===== src/rtl/bus_timer.sv =====
// Memory-mapped prescaled timer: compare/auto-reload counter, sticky match flag and irq.
// Writes land on the clock edge; reads are combinational for the single-cycle core.
module bus_timer #(
   parameter int unsigned CNT_W = 32
) (
   input  logic        clk,
   input  logic        reset,
   input  logic        busSel,
   input  logic        busWe,
   input  logic [31:0] busAddr,
   input  logic [31:0] busWData,
   output logic [31:0] busRData,
   output logic        irq
);

   localparam logic [2:0] OFF_CTRL   = 3'd0;
   localparam logic [2:0] OFF_PSC    = 3'd1;
   localparam logic [2:0] OFF_ARR    = 3'd2;
   localparam logic [2:0] OFF_CNT    = 3'd3;
   localparam logic [2:0] OFF_STATUS = 3'd4;

   logic             en_q, auto_q, ie_q, match_q;
   logic [CNT_W-1:0] psc_q, arr_q, cnt_q, psc_cnt_q;

   logic             en_d, auto_d, ie_d, match_d;
   logic [CNT_W-1:0] psc_d, arr_d, cnt_d, psc_cnt_d;

   logic             wr;
   logic             tick;
   logic             match_set;
   logic [2:0]       idx;
   logic [CNT_W-1:0] wval;
   logic [31:0]      rdata;
   logic             unused_bits;

   assign idx         = busAddr[4:2];
   assign wr          = busSel & busWe;
   assign wval        = busWData[CNT_W-1:0];
   assign tick        = en_q && (psc_cnt_q == psc_q);
   assign unused_bits = ^{busAddr[31:5], busAddr[1:0], busWData};

   // Next-state: tick update first, bus writes override it, match set beats W1C.
   always_comb begin
      en_d      = en_q;
      auto_d    = auto_q;
      ie_d      = ie_q;
      match_d   = match_q;
      psc_d     = psc_q;
      arr_d     = arr_q;
      cnt_d     = cnt_q;
      psc_cnt_d = psc_cnt_q;
      match_set = 1'b0;

      if (en_q) begin
         psc_cnt_d = tick ? '0 : psc_cnt_q + CNT_W'(1);
      end

      if (tick) begin
         if (cnt_q == arr_q) begin
            match_set = 1'b1;
            if (auto_q) begin
               cnt_d = '0;
            end else begin
               en_d = 1'b0;
            end
         end else begin
            cnt_d = cnt_q + CNT_W'(1);
         end
      end

      if (wr) begin
         case (idx)
            OFF_CTRL: begin
               en_d   = busWData[0];
               auto_d = busWData[2];
               ie_d   = busWData[3];
               if (busWData[1]) begin
                  cnt_d     = '0;
                  psc_cnt_d = '0;
               end
            end
            OFF_PSC: psc_d = wval;
            OFF_ARR: arr_d = wval;
            OFF_CNT: begin
               cnt_d     = wval;
               psc_cnt_d = '0;
            end
            OFF_STATUS: begin
               if (busWData[0]) begin
                  match_d = 1'b0;
               end
            end
            default: ;
         endcase
      end

      if (match_set) begin
         match_d = 1'b1;
      end
   end

   always_ff @(posedge clk) begin
      if (reset) begin
         en_q      <= 1'b0;
         auto_q    <= 1'b0;
         ie_q      <= 1'b0;
         match_q   <= 1'b0;
         psc_q     <= '0;
         arr_q     <= '0;
         cnt_q     <= '0;
         psc_cnt_q <= '0;
         irq       <= 1'b0;
      end else begin
         en_q      <= en_d;
         auto_q    <= auto_d;
         ie_q      <= ie_d;
         match_q   <= match_d;
         psc_q     <= psc_d;
         arr_q     <= arr_d;
         cnt_q     <= cnt_d;
         psc_cnt_q <= psc_cnt_d;
         irq       <= match_d & ie_d;
      end
   end

   // Read mux; CLR is write-only so CTRL bit1 always reads 0.
   always_comb begin
      rdata = 32'd0;
      case (idx)
         OFF_CTRL:   rdata = {28'd0, ie_q, auto_q, 1'b0, en_q};
         OFF_PSC:    rdata = 32'(psc_q);
         OFF_ARR:    rdata = 32'(arr_q);
         OFF_CNT:    rdata = 32'(cnt_q);
         OFF_STATUS: rdata = {31'd0, match_q};
         default:    rdata = 32'd0;
      endcase
   end

   assign busRData = busSel ? rdata : 32'd0;

endmodule


===== config.mk =====
export PLATFORM = sky130hd
export DESIGN_NAME = bus_timer
export DESIGN_NICKNAME = d
export VERILOG_FILES = /design/src/rtl/bus_timer.sv
export SDC_FILE = /design/constraint.sdc
export NUM_CORES = 1
export LEC_CHECK = 0
export ABC_AREA = 1
export CORE_MARGIN = 2
export CORE_UTILIZATION = 60
export CTS_BUF_LIST = sky130_fd_sc_hd__clkbuf_8
export CTS_CLUSTER_DIAMETER = 150
export CTS_CLUSTER_SIZE = 10
export DETAILED_ROUTE_END_ITERATION = 16
export HOLD_SLACK_MARGIN = 0.06
export PLACE_DENSITY = 0.93
export REMOVE_ABC_BUFFERS = 1
export SLEW_MARGIN = 30
export SYNTH_ARGS = -nofsm -noshare
export SYNTH_HDL_FRONTEND = slang
export SYNTH_SLANG_ARGS = --single-unit

===== constraint.sdc =====
create_clock -name clk -period 3.6 [get_ports clk]
set_input_delay 0.9 -clock clk [delete_from_list [all_inputs] [get_ports clk]]
set_output_delay 0.9 -clock clk [all_outputs]
set_load 0.02 [all_outputs]

==> results_dict.tcl, run 1 <==
set metrics [dict create \
    status "complete, no violations" \
    synth_area_sq_mm 0.00856 \
    syn_area_per_cell_sq_um 6.11 \
    period_minus_slack_ns 3.47 \
    antenna_found_initial 0 \
    crit_path_start_kind "primary input" \
    grtUsageTotal_pct 40.8 \
    initial_core_util_pct 61.7 \
    fin_cells 1666 \
    dp.cells 1630 \
    maxSlewViolCount 0 \
    worstPathRequired_ns 2.70 \
    insertion_delay_ns 0.48 \
    detail_route.iter0.violations 1043 \
    hold_viol 0 \
    synth_seq_area_share_pct 31.1 \
    area_delta_synth_final_pct 17.4 \
    grt_pass1_vias 8878 \
    wl_um 30300 \
    drc 0 \
    cts_num_sinks 133 \
    drive_gt1_share_pct 8.75 \
    grt_util_met2_pct 66.2 \
    placed_area_sq_mm 0.00952 \
    numCtsBuffers 17 \
    async_reset_ff_share_pct 0 \
    firstDrtPassIters 9 \
    ir_worst_vdd_v 0.000249 \
    critPathCaptureType "primary output" \
    grt_use_met3_pct 13.4 \
    hold_class "reg -> reg" \
    rsz0062_at_grt "no" \
    power_density_mw_per_mm2 327 \
    ctsHoldBuffers 0 \
    synth_edf_count 0 \
    antenna_cells 0 \
    fin_skew_ns 0.0129 \
    grt_overflow 0 \
    finalSetupViolCount 0 \
    rows 43 \
    htree_levels 4 \
    pin_count 101 \
    grt_use_met1_pct 50.1 \
    core_area_sq_mm 0.0139 \
    dp_hpwl_um 22700 \
    die_w_um 123 \
    netlist_instances 1401 \
    ys_types 46 \
    max_slew.worst_pin.slew_ns 0.833 \
    synthFlopType "dfxtp_1" \
    post-route-cell-area_sq_mm 0.0100 \
    vias_per_cell 5.78 \
    p_leak_nw 4.89 \
    yosysWarnings 0 \
    numPortBuffers 71 \
    fin_crit_sh_pct 96.3 \
    clkSlewWorstSetupHoldPaths_ns 0.08 \
    chipHeight_um 123 \
    place_congestion 0.983 \
    wl_per_cell_um 18.2 \
    nNetsFinal 1543 \
    final_util_pct 72.4 \
    grt-busiest-layer "met2" \
    fillers 1220 \
    root_buffer "clkbuf_8" \
    cts_tree "built" \
    maxCapViolations 0 \
    grt_max_degree 79 \
    vias 9627 \
    worstPathArrival_ns 2.57 \
    ant_nets 0 \
    path_class "in -> out" \
    max-slew-margin-rel_pct 44.4 \
    dieArea_sq_mm 0.0152 \
    ys_seq_elements 133 \
    cp_max_fo 12 \
    grt_pass1_wl_um 46600 \
    fmax_mhz 288 \
    cts_buffer_depth 2 \
]
[critical path, cell delays in order]
cell,delay [ns]
clkdlybuf4s15_1,0.27
nor3_4,0.32
inv_4,0.15
o221ai_2,0.17
a221oi_2,0.06
nor2_1,0.09
clkdlybuf4s50_1,0.60
[registers in the layout, indices dropped and copies added (netlist names)]
register,cells
arr_q,32
cnt_q,32
psc_cnt_q,32
psc_q,32
auto_q,1
en_q,1
ie_q,1
irq,1
match_q,1
[metal layers]
metal / wire length [um] / part of all wire, % / vias up
met4: 1050 / 3.5 / 0
li1: - / - / 4650
met1: 12000 / 40 / 4366
met2: 13900 / 46 / 512
met5: 0 / 0 / -
met3: 3300 / 11 / 99
[report_power, final]
part / total [mW] / internal [mW] / switching [mW] / leakage (nW)
clock network: 1.31 / 0.637 / 0.674 / 0.193
registers: 1.52 / 1.49 / 0.0243 / 1.07
logic: 0.455 / 0.157 / 0.297 / 3.62
total: 3.28 / 2.29 / 0.996 / 4.89
[cells in the mapped netlist (2+ instances only)]
| cell type | instances | area, sq um |
|---|---|---|
| nand3_1 | 72 | 360 |
| nand4_1 | 37 | 231 |
| buf_4 | 4 | 30.0 |
| nand2_1 | 405 | 1520 |
| o22ai_1 | 9 | 56.3 |
| nand3_2 | 6 | 60.1 |
| buf_6 | 2 | 22.5 |
| nand2_2 | 3 | 18.8 |
| o211ai_1 | 9 | 67.6 |
| dfxtp_1 | 133 | 2660 |
| clkbuf_1 | 28 | 105 |
| a22oi_1 | 5 | 37.5 |
| nor3_1 | 17 | 85.1 |
| nand4_2 | 2 | 25.0 |
| o221ai_1 | 14 | 123 |
| a221oi_1 | 3 | 26.3 |
| buf_2 | 9 | 45.0 |
| clkinv_1 | 2 | 7.51 |
| and2_1 | 2 | 12.5 |
| a21oi_1 | 67 | 335 |
| nor2_2 | 10 | 62.6 |
| o21bai_1 | 2 | 15.0 |
| o21ai_0 | 87 | 435 |
| inv_1 | 158 | 593 |
| o21ai_1 | 31 | 155 |
| nor2_8 | 2 | 40.0 |
| ha_1 | 2 | 25.0 |
| nor2_1 | 190 | 713 |
| nor4_1 | 3 | 18.8 |
| nor3b_2 | 2 | 25.0 |
| nor2_4 | 5 | 56.3 |
| buf_1 | 4 | 15.0 |
| inv_2 | 22 | 82.6 |
| xnor2_1 | 33 | 289 |
| xor2_1 | 4 | 35.0 |
| nor3_2 | 7 | 70.1 |
[path summary, 6_finish.rpt]
check	startpoint	end	slack, ns	cells after the start
max reg2reg	psc_q[8]	cnt_q[9]	1.02	13
min	arr_q[17]	arr_q[17]	0.49	2
min reg2reg	arr_q[17]	arr_q[17]	0.49	2
max	busAddr[4]	busRData[0]	0.13	7
[per-stage QoR]
step / power (mW) / setup WS (ns) / hold WS [ns] / setup TNS, ns
final: 3.28 / 0.132 / 0.495 / 0
after CTS: 3.25 / -0.230 / 0.495 / -3.70
after floorplan: 1.78 / 0.208 / 0.459 / 0
after detailed placement: 1.98 / -0.306 / 0.486 / -5.80
after global routing: 3.37 / 0.0263 / 0.531 / 0
after global placement: 1.98 / -0.263 / 0.475 / -5.29
[cells in the final DEF, fill, tap and decap left out, drive strengths merged]
cell type      instances
a221oi                 4
xor2                   4
o2111ai                1
nor4                   3
and3                   1
clkbuf                18
dlymetal6s2s          22
o221ai                14
o21bai                 2
a211oi                 2
a22oi                  5
nor2                 207
clkdlybuf4s15          1
clkinvlp               5
nand3b                 1
nand3                 78
xnor2                 33
dfxtp                133
o22ai                  9
nor3b                  3
clkinv                 6
o211ai                 9
ha                     2
nand2                408
inv                  183
bufinv                 2
clkdlybuf4s50         37
o21ai                119
a21oi                 67
nand4                 39
dlygate4sd2           11
and2                   2
or2                    1
nor3                  24
buf                   30
[cells by family after synthesis]
family | synth area share, %
compound gates | 15.2
flops | 31.1
xor+xnor | 3.79
buf+inv | 10.7
simple gates | 38.9
fa+ha+maj | 0.292
[what timing repair did]
item / 4_1_cts / 5_1_grt
buffers inserted: 3 / 1
resized for setup: 15 / 29
endpoints found under the setup margin: 32 / 30
[layout make-up]
| class | instances | area [sq um] | share of cell area, % |
|---|---|---|---|
| Inverter | 182 | 689 | 6.86 |
| Clock buffer | 18 | 248 | 2.47 |
| Multi-Input combinational cell | 1038 | 5020 | 49.9 |
| Sequential cell | 133 | 2660 | 26.5 |
| Clock inverter | 14 | 151 | 1.51 |
| Tap cell | 180 | 225 | 2.24 |
| Timing Repair Buffer | 101 | 1060 | 10.5 |
No activity file was read; power rests on OpenSTA's default activity.
==> run 2: changes to the inputs <==
--- a/config.mk
+++ b/config.mk
@@ -8,13 +8,13 @@
 export ABC_AREA = 1
 export CORE_MARGIN = 2
 export CORE_UTILIZATION = 60
-export CTS_BUF_LIST = sky130_fd_sc_hd__clkbuf_8
 export CTS_CLUSTER_DIAMETER = 150
 export CTS_CLUSTER_SIZE = 10
 export DETAILED_ROUTE_END_ITERATION = 16
 export HOLD_SLACK_MARGIN = 0.06
 export PLACE_DENSITY = 0.93
 export REMOVE_ABC_BUFFERS = 1
+export SKIP_LAST_GASP = 1
 export SLEW_MARGIN = 30
 export SYNTH_ARGS = -nofsm -noshare
 export SYNTH_HDL_FRONTEND = slang
==> run 2 against run 1 <==
  * Worst hold slack improved by 0.010 ns
  * Via count increased by 0.91%
  * Worst setup slack got worse by 0.094 ns
  * Maximum frequency shrank 2.6%
  * First-iteration DRC count is 4.8% higher
  * Core utilization grew 1.1 points
  * Count of clock-buffer cells in the layout rose by 1
==> results_dict.tcl, run 2 (synthesized netlist as in run 1, its figures left out) <==
set metrics [dict create \
    grt_overflow 0 \
    fin_skew_ns 0.00915 \
    setup_tns_ns 0 \
    worstPathRequired_ns 2.70 \
    finalPower_mw 3.74 \
    cts_buffer_depth 2 \
    cts_tree "built" \
    place_congestion 0.983 \
    path_class "in -> out" \
    maxCapViolations 0 \
    htree_levels 4 \
    fmax_mhz 281 \
    critPathCaptureType "primary output" \
    finalSetupViolCount 0 \
    chipHeight_um 123 \
    crit_path_start_kind "primary input" \
    nNetsFinal 1541 \
    hold_viol 0 \
    initial_core_util_pct 61.7 \
    period_minus_slack_ns 3.56 \
    fin_crit_sh_pct 99.0 \
    hold_class "reg -> reg" \
    numCtsBuffers 17 \
    grtUsageTotal_pct 41.4 \
    rrSetupSlack_ns 1.02 \
    area_delta_synth_final_pct 19.2 \
    power_density_mw_per_mm2 366 \
    maxSlewViolCount 0 \
    final_util_pct 73.5 \
    drive_gt1_share_pct 8.69 \
    rows 43 \
    vias 9715 \
    dieArea_sq_mm 0.0152 \
    grt_max_degree 79 \
    grt_pass1_vias 9025 \
    ctsHoldBuffers 0 \
    final_cell_mix "405 x nand2_1, 190 x nor2_1, 156 x inv_1" \
    final_common_cell "nand2_1" \
    grt_pass1_wl_um 47300 \
    place_ws_ns -0.306 \
    insertion_delay_ns 0.43 \
    dp_hpwl_um 22700 \
    antenna_cells 0 \
    vias_per_cell 5.84 \
    ir_worst_vdd_v 0.000382 \
    detail_route.iter0.violations 1093 \
    wl_per_cell_um 18.5 \
    numPortBuffers 71 \
    root_buffer "clkbuf_16" \
    drc 0 \
    layout_setup_ws_ns 0.0376 \
    max-slew-margin-rel_pct 44.6 \
    cts_num_sinks 133 \
    post-route-cell-area_sq_mm 0.0102 \
    rsz0062_at_grt "yes" \
    die_w_um 123 \
    core_area_sq_mm 0.0139 \
    fillers 1189 \
    status "complete, no violations" \
    placed_area_sq_mm 0.00952 \
    cp_max_fo 7 \
    p_leak_nw 4.90 \
    ant_nets 0 \
    firstDrtPassIters 6 \
    antenna_found_initial 1 \
    worstPathArrival_ns 2.66 \
    max_slew.worst_pin.slew_ns 0.830 \
    clkSlewWorstSetupHoldPaths_ns 0.06 \
    wl_um 30800 \
    pin_count 101 \
]
[run 2: cell types whose count changed in the layout (fill, tap and decap cells not counted)]
cell,before,now
clkdlybuf4s15_1,1,0
buf_12,6,5
clkbuf_1,0,1
buf_4,23,22
clkbuf_16,0,17
clkdlybuf4s50_1,37,43
clkbuf_8,18,1
dlygate4sd2_1,11,8
inv_1,157,156
dlymetal6s2s_1,22,19
clkbuf_2,0,1
[run 2: final cells by class]
| class | instances | area (sq um) | share of cell area (%) |
|---|---|---|---|
| clock inverters | 13 | 148 | 1.45 |
| clock buffers | 19 | 443 | 4.34 |
| well taps | 180 | 225 | 2.21 |
| multi-input cells | 1038 | 5020 | 49.2 |
| repair buffers | 99 | 1020 | 9.99 |
| inverters | 182 | 689 | 6.76 |
| flip-flops and latches | 133 | 2660 | 26.1 |
[run 2: final timing paths]
| kind | startpoint | end | cells after the start |
|---|---|---|---|
| worst max-delay path | busAddr[3] | busRData[22] | 9 |
| worst min-delay path | arr_q[17] | arr_q[17] | 2 |
| worst max register to register | psc_q[26] | cnt_q[6] | 14 |
| worst min register to register | arr_q[17] | arr_q[17] | 2 |
[run 2: worst max-delay path, cell delays in order]
cell	delay, ns
dlygate4sd2_1	0.32
inv_1	0.10
nor3_4	0.22
buf_4	0.25
nand2_1	0.07
o211ai_1	0.08
nand2_1	0.08
inv_1	0.05
clkdlybuf4s50_1	0.60
[run 2: power by group]
group          total (mW)  leakage (nW)  internal, mW  switching, mW
sequential           1.52          1.07          1.49         0.0245
clock                1.76         0.277          1.04          0.718
combinational       0.457          3.55         0.155          0.302
total                3.74          4.90          2.69           1.05
[run 2: what timing repair did]
item,4_1_cts,5_1_grt
setup buffers,2,0
setup endpoints to repair,32,26
endpoints found under the hold margin,0,0
resized for setup,15,24
[run 2: through the flow]
step                hold slack [ns]  std cells
detailed placement            0.486       1630
CTS                           0.495       1664
global route                  0.532       1664
finish                        0.505       1664
global placement              0.475       1630
floorplan                     0.459       1353
[run 2: per-layer routing]
metal / vias to the layer above / part of all wire [%] / track usage [%] / wire length [um]
met3: 88 / 12 / 14.1 / 3640
met2: 543 / 46 / 67.5 / 14100
met5: - / 0 / 0 / 0
li1: 4658 / - / - / -
met4: 0 / 3.6 / 18.1 / 1110
met1: 4426 / 39 / 49.3 / 11900
